<file path="config.mk">
export PLATFORM = sky130hd
export DESIGN_NAME = core_mem_arbiter
export DESIGN_NICKNAME = d
export VERILOG_FILES = /design/src/rtl/core_mem_arbiter.sv
export SDC_FILE = /design/constraint.sdc
export NUM_CORES = 1
export LEC_CHECK = 0
export ABC_CLOCK_PERIOD_IN_PS = 2570
export CELL_PAD_IN_SITES_DETAIL_PLACEMENT = 0
export CELL_PAD_IN_SITES_GLOBAL_PLACEMENT = 1
export CORE_AREA = 8 8 233 235
export DETAILED_ROUTE_END_ITERATION = 8
export DIE_AREA = 0 0 241 243
export MAX_ROUTING_LAYER = met4
export PLACE_DENSITY_LB_ADDON = 0.2
export REMOVE_ABC_BUFFERS = 1
export SLEW_MARGIN = 20
export SYNTH_ARGS = -nofsm -noshare
export SYNTH_HDL_FRONTEND = slang
export SYNTH_SLANG_ARGS = --single-unit
</file>
<file path="constraint.sdc">
create_clock -name g_clk -period 2.57 [get_ports g_clk]
set_input_delay 0.3855 -clock g_clk [delete_from_list [all_inputs] [get_ports g_clk]]
set_output_delay 0.3855 -clock g_clk [all_outputs]
set_load 0.005 [all_outputs]
</file>
<file path="src/rtl/core_mem_arbiter.sv">
// rtl/core_mem_arbiter.sv - round-robin arbiter sharing one memory port between imem and dmem
// Zero-latency selection in IDLE; the winner owns the port until m_gnt completes it.
module core_mem_arbiter #(
  parameter int ADDR_W  = 64,
  parameter int DATA_W  = 64,
  parameter int STRB_W  = DATA_W / 8,
  parameter int FIRST_D = 1
) (
  input  logic              g_clk,
  input  logic              g_resetn,

  input  logic              imem_req,
  input  logic [ADDR_W-1:0] imem_addr,
  input  logic              imem_wen,
  input  logic [STRB_W-1:0] imem_strb,
  input  logic [DATA_W-1:0] imem_wdata,
  output logic              imem_gnt,
  output logic              imem_err,
  output logic [DATA_W-1:0] imem_rdata,

  input  logic              dmem_req,
  input  logic [ADDR_W-1:0] dmem_addr,
  input  logic              dmem_wen,
  input  logic [STRB_W-1:0] dmem_strb,
  input  logic [DATA_W-1:0] dmem_wdata,
  output logic              dmem_gnt,
  output logic              dmem_err,
  output logic [DATA_W-1:0] dmem_rdata,

  output logic              m_req,
  output logic [ADDR_W-1:0] m_addr,
  output logic              m_wen,
  output logic [STRB_W-1:0] m_strb,
  output logic [DATA_W-1:0] m_wdata,
  input  logic              m_gnt,
  input  logic              m_err,
  input  logic [DATA_W-1:0] m_rdata
);

  typedef enum logic [1:0] {
    IDLE  = 2'd0,
    OWN_I = 2'd1,
    OWN_D = 2'd2
  } owner_e;

  localparam logic LAST_D_RST = (FIRST_D == 0);

  owner_e owner_q, owner_d;
  logic   last_d_q, last_d_d;
  logic   sel_i, sel_d;

  // Selection is shared by the next-state and output logic; in IDLE the
  // side that did not go last wins a conflict.
  always_comb begin
    sel_i = 1'b0;
    sel_d = 1'b0;
    unique case (owner_q)
      OWN_I: sel_i = 1'b1;
      OWN_D: sel_d = 1'b1;
      default: begin
        sel_d = dmem_req & (~imem_req | ~last_d_q);
        sel_i = imem_req & ~sel_d;
      end
    endcase
  end

  always_ff @(posedge g_clk or negedge g_resetn) begin
    if (!g_resetn) begin
      owner_q  <= IDLE;
      last_d_q <= LAST_D_RST;
    end else begin
      owner_q  <= owner_d;
      last_d_q <= last_d_d;
    end
  end

  always_comb begin
    owner_d  = owner_q;
    last_d_d = last_d_q;
    unique case (owner_q)
      IDLE: begin
        if (sel_i | sel_d) begin
          last_d_d = sel_d;
          if (!m_gnt) owner_d = sel_d ? OWN_D : OWN_I;
        end
      end
      OWN_I, OWN_D: begin
        if (m_gnt) owner_d = IDLE;
      end
      default: owner_d = IDLE;
    endcase
  end

  // Requests are suppressed while reset is held so nothing reaches downstream.
  always_comb begin
    m_req      = g_resetn & (sel_i | sel_d);
    m_addr     = sel_d ? dmem_addr  : imem_addr;
    m_wen      = sel_d ? dmem_wen   : imem_wen;
    m_strb     = sel_d ? dmem_strb  : imem_strb;
    m_wdata    = sel_d ? dmem_wdata : imem_wdata;
    imem_gnt   = m_gnt & m_req & sel_i;
    dmem_gnt   = m_gnt & m_req & sel_d;
    imem_err   = m_err & imem_gnt;
    dmem_err   = m_err & dmem_gnt;
    imem_rdata = m_rdata;
    dmem_rdata = m_rdata;
  end

endmodule

</file>
* Word-level counts from Yosys, hierarchy flattened
Index checks and enable logic that the tools add are counted.
** Word-level totals
- Bits in registers :: 3
- Bits in latches :: 0
- Bits in writable memories :: 0
- ROM bits :: 0
- Input bits :: 344
- Output and inout bits :: 270
- Word-level logic and storage cells :: 35
- Memories kept :: 0
** Cells by class
- Add/sub/neg operators :: 0
- Multiply operators :: 0
- Div/mod/pow operators :: 0
- $lt $le $gt $ge :: 0
- Eq/ne operators :: 5
- Shifts and indexed selects :: 0
- Multiplexer cells :: 11
- Bitwise gates (word level) :: 13
- Reductions and logical operators :: 4
** Operator list (number)
- 2-to-1 mux 64 bit :: 2
- bitwise AND 1 bit :: 8
- 2-to-1 mux 2 bit :: 4
- 2-to-1 mux 8 bit :: 1
- inequality test 2 bit (second input constant) :: 3
- case mux 1 bit (2 select lines) :: 2
- case mux 2 bit (2 select lines) :: 1
- NOT 1 bit :: 3
- AND reduction 3 bit :: 1
- equality test 2 x 1 -> 1 bit (second input constant) :: 1
- equality test 2 bit (second input constant) :: 1
- logical NOT 2 bit :: 1
- bitwise OR 1 bit :: 2
- AND reduction 2 bit :: 1
- OR reduction 2 bit :: 1
- 2-to-1 mux 1 bit :: 1

* Longest topological paths before layout
Gate-level depths: netlist of run 1.
- Depth in word-level cells :: 11
- Mapped depth :: 9
- Mapped depth without buffers :: 5

* Least setup slack after synthesis of run 1
No wires, ideal clock.
- Kind :: reg-to-output
- From :: register owner_q[0]
- To :: output m_addr[33]
- Arrival time :: 1.802 ns
- Data required time :: 2.184 ns
- Path slack :: 0.382 ns
- Stages on the path, launching flop included :: 9
- Cell sequence :: dfrtp_1 -> inv_1 -> ha_1 -> clkbuf_1 -> o21a_1 -> buf_2 -> buf_8 -> buf_6 -> mux2_4
** Between the ends
- Cells in the longest elaborated chain, start to end :: 3
** RTL lines
- from (decl) :: RTL line 48 : owner_e owner_q, owner_d;
- from (signal assigned) :: RTL line 72 : owner_q <= owner_d;
- equality test 2 bit / equality test 2 x 1 -> 1 bit (equally long branches) :: RTL line 57 : unique case (owner_q)
- case mux 1 bit (2 select lines) * :: RTL line 57
- 2-to-1 mux 64 bit * :: RTL line 97 : m_addr = sel_d ? dmem_addr : imem_addr;
- to (decl) :: RTL line 31 : output logic [ADDR_W-1:0] m_addr,
Every way passes the cells marked *; elsewhere a longest branch is shown, timed or not.

* Worst setup path in the final report of run 1
- From :: input imem_req
- To :: output m_addr[36]
** Between the ends
- Cells in the longest elaborated chain, start to end :: 5
** RTL lines
- from (decl) :: RTL line 12 : input logic imem_req,
- NOT 1 bit :: RTL line 61 : sel_d = dmem_req & (~imem_req | ~last_d_q);
- bitwise OR 1 bit :: RTL line 61
- bitwise AND 1 bit :: RTL line 61
- case mux 1 bit (2 select lines) :: RTL line 57
- 2-to-1 mux 64 bit :: RTL line 97
Every way passes these cells.

==> results.toml, run 1 <==
[clocking]
cts.reportedPaths.clkPinSlew_ns = 0.03
cts_tree = "done"
clk_latency_ns = 0.22
clockBufferDepth = 2
h-tree-depth = 1
cts_buffers = 3
clock_sinks = 3
cts_hold_buf = 0
root_buffer = "clkbuf_16"

[sta]
hold_viol_final = 0
tightest_slew_ns = 0.302
fin_ws_ns = 0.0538
rsz0062_at_grt = "yes"
skew_ns = 0.000998
relSlewSlack_pct = 79.8
setup_viol = 0
fmax_ghz = 0.397
fin_setup_tns_ns = 0
report.final.slew_viol_count = 0
period_minus_slack_ns = 2.52
fin_crit_sh_pct = 97.9

[final_layout]
final_common_cell = "clkdlybuf4s50_1"
stdcell_count = 1352
layout-drive-gt1-share_pct = 39.3
stdcell_area_sq_um = 8120
final_cell_mix = "clkdlybuf4s50_1 (279), mux2_4 (100), dlygate4sd2_1 (56)"
fin_nets = 1018
area_growth_pct = 146

[global_routing]
antenna_found_initial = 2
grtUsageTotal_pct = 10.3
grt_pass1_wl_microns = 40100
grt_overflow_total = 0
grt_max_degree = 12
grt_pass1_vias = 4237

[worst_setup_path]
crit_top_cell = "buf_12"
cp-end-kind = "primary output"
startpoint_type = "primary input"
crit_path_max_incr_delay_ns = 0.30
critPathSlowestCell = "mux2_4"
crit_arrival_ns = 2.13
crit_cells = 9
critical_path_required_ns = 2.18
crit_buf_inv = 6
path_cells = "dlygate4sd2_1 -> a21bo_4 -> o21a_4 -> buf_12 -> buf_12 -> buf_12 -> buf_8 -> mux2_4 -> buf_6"
path_class = "in2out"
crit_fanout = 8
ff2ff_path_depth = 8
path_delay_family = "buffers and inverters"

[routing]
wl_per_cell_microns = 23.8
drtAntennaViolNets = 0
via_per_inst = 2.86
routed_wl_microns = 32200
dr.pass1.iters = 4
dr_wl_met3_microns = 6290
dr.first_iter.drc_count = 116
vias = 3869
dr_wl_met2_microns = 13500
wirelength_met1_microns = 12300
top_layer = "met4"
route.detailed.drc = 0

[floorplan]
io_pins = 614
initial_core_util_pct = 6.53
die_y_microns = 243
coreArea_sq_um = 50700
num_rows = 83
die_w_microns = 241
dieArea_sq_um = 58600

[status]
status = "finished clean"

[power_and_ir_drop]
power_density_nw_per_um2 = 813
peakVddDrop_v = 0.000228
power_leakage_nw = 3.56
p_total_mw = 6.60

[place]
place_congestion = 0.789
dpl.hpwl_microns = 27700
numPortBuffers = 421
dp.cells = 1303
place_ws_ns = -0.318
placed_cell_area_sq_um = 7580

[synthesis]
synthArstFlopShare_pct = 100
yosys.area.top_type = "mux2_4"
syn_inst = 318
yosys_warnings = 0
netlist.area_leader.share_pct = 44.0
ys_top_cells_by_area = "mux2_4 (44%), buf_4 (29%), mux2_2 (14%), buf_6 (3.4%), dfrtp_1 (2.3%)"
synthesis.area_sq_um = 3310
ys_seq_elements = 3
synth_enable_flop_cells = 0
synth.avg_cell_area_sq_um = 10.4
yosysUniqueCellTypes = 25
yosysSeqAreaShare_pct = 2.27
ys.flop_type = "dfrtp_1"

[hold_path]
hold_path.class = "in2async"

[flow_run]
drv_cap = 0
==> final timing paths <==
kind,from,endpoint,slack [ns]
min in group g_clk,last_d_q,last_d_q,0.55
worst min-delay path,g_resetn,last_d_q,0.42
worst max-delay path,imem_req,m_addr[36],0.05
worst min register to register,last_d_q,last_d_q,0.55
max in group asynchronous,g_resetn,owner_q[0],1.92
worst max register to register,owner_q[0],last_d_q,0.92
==> layout make-up <==
| type | instances | area [sq um] |
|---|---|---|
| clock buffer | 4 | 78.8 |
| inverter | 5 | 18.8 |
| fill | 5764 | 42600 |
| antenna | 2 | 5.00 |
| tap | 680 | 851 |
| sequential | 3 | 75.1 |
| timing repair buffer | 493 | 4940 |
| multi-input combinational | 165 | 2150 |
==> cell families after synthesis <==
| family | after synthesis | share of synthesized area [%] |
|---|---|---|
| DFF | 3 | 2.27 |
| buffers and inverters | 150 | 34.4 |
| muxes | 138 | 58.0 |
| AOI/OAI and AO/OA | 10 | 2.38 |
| adders and majority gates | 3 | 1.14 |
| and+or+nand+nor | 14 | 1.89 |
==> state kept, by name, summed over array words and instances, names as in the netlist <==
| name | count |
|---|---|
| last_d_q | 1 |
| owner_q | 2 |
==> layer usage <==
| layer | global-route usage [%] | vias to the layer above |
|---|---|---|
| met3 | 8.69 | 7 |
| met2 | 15.1 | 440 |
| met1 | 11.0 | 1737 |
| met4 | 0.532 | 0 |
| met5 | - | - |
| li1 | - | 1685 |
==> cells in the mapped netlist, types with 2 or more instances <==
cell type / instances
nand3_1: 2
inv_1: 5
mux2_2: 40
nor2_1: 4
dfrtp_1: 3
o21ai_0: 2
mux2_4: 97
buf_6: 10
buf_4: 128
buf_2: 5
o221ai_1: 2
ha_1: 3
nand2_1: 5
==> metrics by stage <==
stage,hold slack [ns],util (%)
finish,0.419,16.0
global route,0.430,16.0
CTS,0.417,15.7
detailed placement,0.527,15.0
global placement,0.530,15.0
floorplan,0.0899,-
==> timing repair <==
| item | in CTS | in global routing |
|---|---|---|
| gates resized for setup | 269 | 77 |
| setup buffers | 28 | 11 |
| endpoints found under the setup margin | 140 | 80 |
| pin swaps | 0 | 3 |
| cloned | 5 | 1 |
==> report_power, final <==
| group | total, mW | internal, mW | switching, mW | leakage (nW) |
|---|---|---|---|---|
| Clock | 0.247 | 0.205 | 0.0424 | 0.0382 |
| Sequential | 0.0855 | 0.0707 | 0.0148 | 0.0380 |
| Combinational | 6.27 | 4.13 | 2.13 | 3.49 |
| Total | 6.60 | 4.41 | 2.19 | 3.56 |
Note: power is estimated with default switching activity, not from simulation.
==> inputs of run 2 (changes only) <==
Settings changed: CTS_BUF_LIST set to sky130_fd_sc_hd__clkbuf_4 sky130_fd_sc_hd__clkbuf_8.
==> results.toml, run 2 (synthesized netlist as in run 1, its figures left out) <==
[status]
status = "finished clean"

[place]
placed_cell_area_sq_um = 7580
numPortBuffers = 421
dpl.hpwl_microns = 27700
place_ws_ns = -0.318
place_congestion = 0.789

[floorplan]
num_rows = 83
dieArea_sq_um = 58600
die_y_microns = 243
initial_core_util_pct = 6.53
die_w_microns = 241
coreArea_sq_um = 50700
io_pins = 614

[routing]
top_layer = "met4"
dr_wl_met2_microns = 13400
route.detailed.drc = 0
drtAntennaViolNets = 0
via_per_inst = 2.86
routed_wl_microns = 32200
dr.pass1.iters = 4
dr.first_iter.drc_count = 138
wirelength_met1_microns = 12400
wl_per_cell_microns = 23.9
vias = 3845
dr_wl_met3_microns = 6270

[final_layout]
largestRegisters = "owner_q (2), last_d_q (1)"
layout-drive-gt1-share_pct = 45.5
nFillCells = 5810
regMostFlops = "owner_q"
final_cell_mix = "clkdlybuf4s50_1 (279), mux2_4 (99), clkbuf_2 (67)"
utilization_pct = 15.4
area_growth_pct = 135
fin_nets = 1012
stdcell_area_sq_um = 7790
final_common_cell = "clkdlybuf4s50_1"
largest_register_ffs = 2

[sta]
hold_slack_ns = 0.421
fin_ws_ns = 0.0112
tightest_slew_ns = 0.285
report.final.slew_viol_count = 0
period_minus_slack_ns = 2.56
fin_setup_tns_ns = 0
hold_viol_final = 0
rsz0062_at_grt = "yes"
relSlewSlack_pct = 81.0
fmax_ghz = 0.391
fin_crit_sh_pct = 99.6
setup_viol = 0
skew_ns = 0.000249

[power_and_ir_drop]
power_frac_clock_pct = 2.3
power_frac_comb_pct = 96.3
power_density_nw_per_um2 = 801
power_leakage_nw = 3.43
peakVddDrop_v = 0.000246
p_sw_share_pct = 34.5
p_seq_share_pct = 1.4
p_int_mw = 4.08
switching_power_mw = 2.15

[worst_setup_path]
crit_arrival_ns = 2.17
path_class = "in2out"
startpoint = "imem_req"
r2r_start = "owner_q[1]"
cp-end-kind = "primary output"
startpoint_type = "primary input"
crit_fanout = 6
critical_path_required_ns = 2.18

[hold_path]
hold_path.class = "in2async"

[global_routing]
antenna_found_initial = 2
grt_max_degree = 11
grt_pass1_wl_microns = 40100
grt_pass1_vias = 4188
grtUsageTotal_pct = 10.3
grt_overflow_total = 0

[clocking]
cts.reportedPaths.clkPinSlew_ns = 0.03
cts_buffers = 3
clock_sinks = 3
cts_hold_buf = 0
root_buffer = "clkbuf_8"
clk_latency_ns = 0.21
cts_tree = "done"
h-tree-depth = 1
clockBufferDepth = 2

[flow_run]
drv_cap = 0
==> run 2: path summary, 6_finish.rpt <==
kind                          endpoint  slack, ns  depth (start not counted)
min in group g_clk            last_d_q       0.55                          2
max                        m_wdata[38]       0.01                         10
min                         owner_q[0]       0.42                          1
max reg2reg                   last_d_q       0.91                          8
max in group asynchronous   owner_q[1]       1.93                          1
min reg2reg                   last_d_q       0.55                          2
==> run 2: power groups by stage <==
stage,Sequential (mW),Combinational [mW],Clock [mW]
2_1_floorplan,0.0837,1.64,0
3_3_place_gp,0.0841,5.60,0
3_5_place_dp,0.0835,5.54,0
4_1_cts,0.0869,5.94,0.153
5_1_grt,0.0899,6.44,0.158
6_report,0.0865,6.00,0.146
==> run 2: layout make-up <==
cell class / count / area, sq um / area share [%]
Inverter: 5 / 18.8 / 0.241
Clock buffer: 4 / 48.8 / 0.627
Antenna cell: 2 / 5.00 / 0.0643
Tap cell: 680 / 851 / 10.9
Multi-Input combinational cell: 165 / 2140 / 27.5
Timing Repair Buffer: 487 / 4640 / 59.6
Sequential cell: 3 / 75.1 / 0.964
==> run 2: layer usage <==
| metal | global-route usage [%] | vias to the layer above |
|---|---|---|
| met4 | 0.639 | 0 |
| li1 | - | 1666 |
| met5 | - | - |
| met3 | 8.82 | 4 |
| met1 | 10.9 | 1737 |
| met2 | 15.1 | 438 |
==> run 2: through the flow <==
step	power (mW)	cells
2_1_floorplan	1.73	173
3_3_place_gp	5.68	1303
3_5_place_dp	5.62	1303
4_1_cts	6.18	1330
5_1_grt	6.69	1346
6_report	6.23	1346
==> run 2: critical path, cell delays in order <==
cell and delay (ns):
dlygate4sd2_1 0.26, a21bo_4 0.23, o21a_4 0.23, buf_12 0.13, buf_12 0.13, buf_12 0.13
buf_16 0.13, buf_8 0.12, mux2_4 0.29, buf_6 0.12
==> run 2: repair_timing <==
item,4_1_cts,5_1_grt
endpoints found under the setup margin,140,119
setup buffers,19,15
cloned,4,2
resized for setup,245,157
pin swaps,1,2
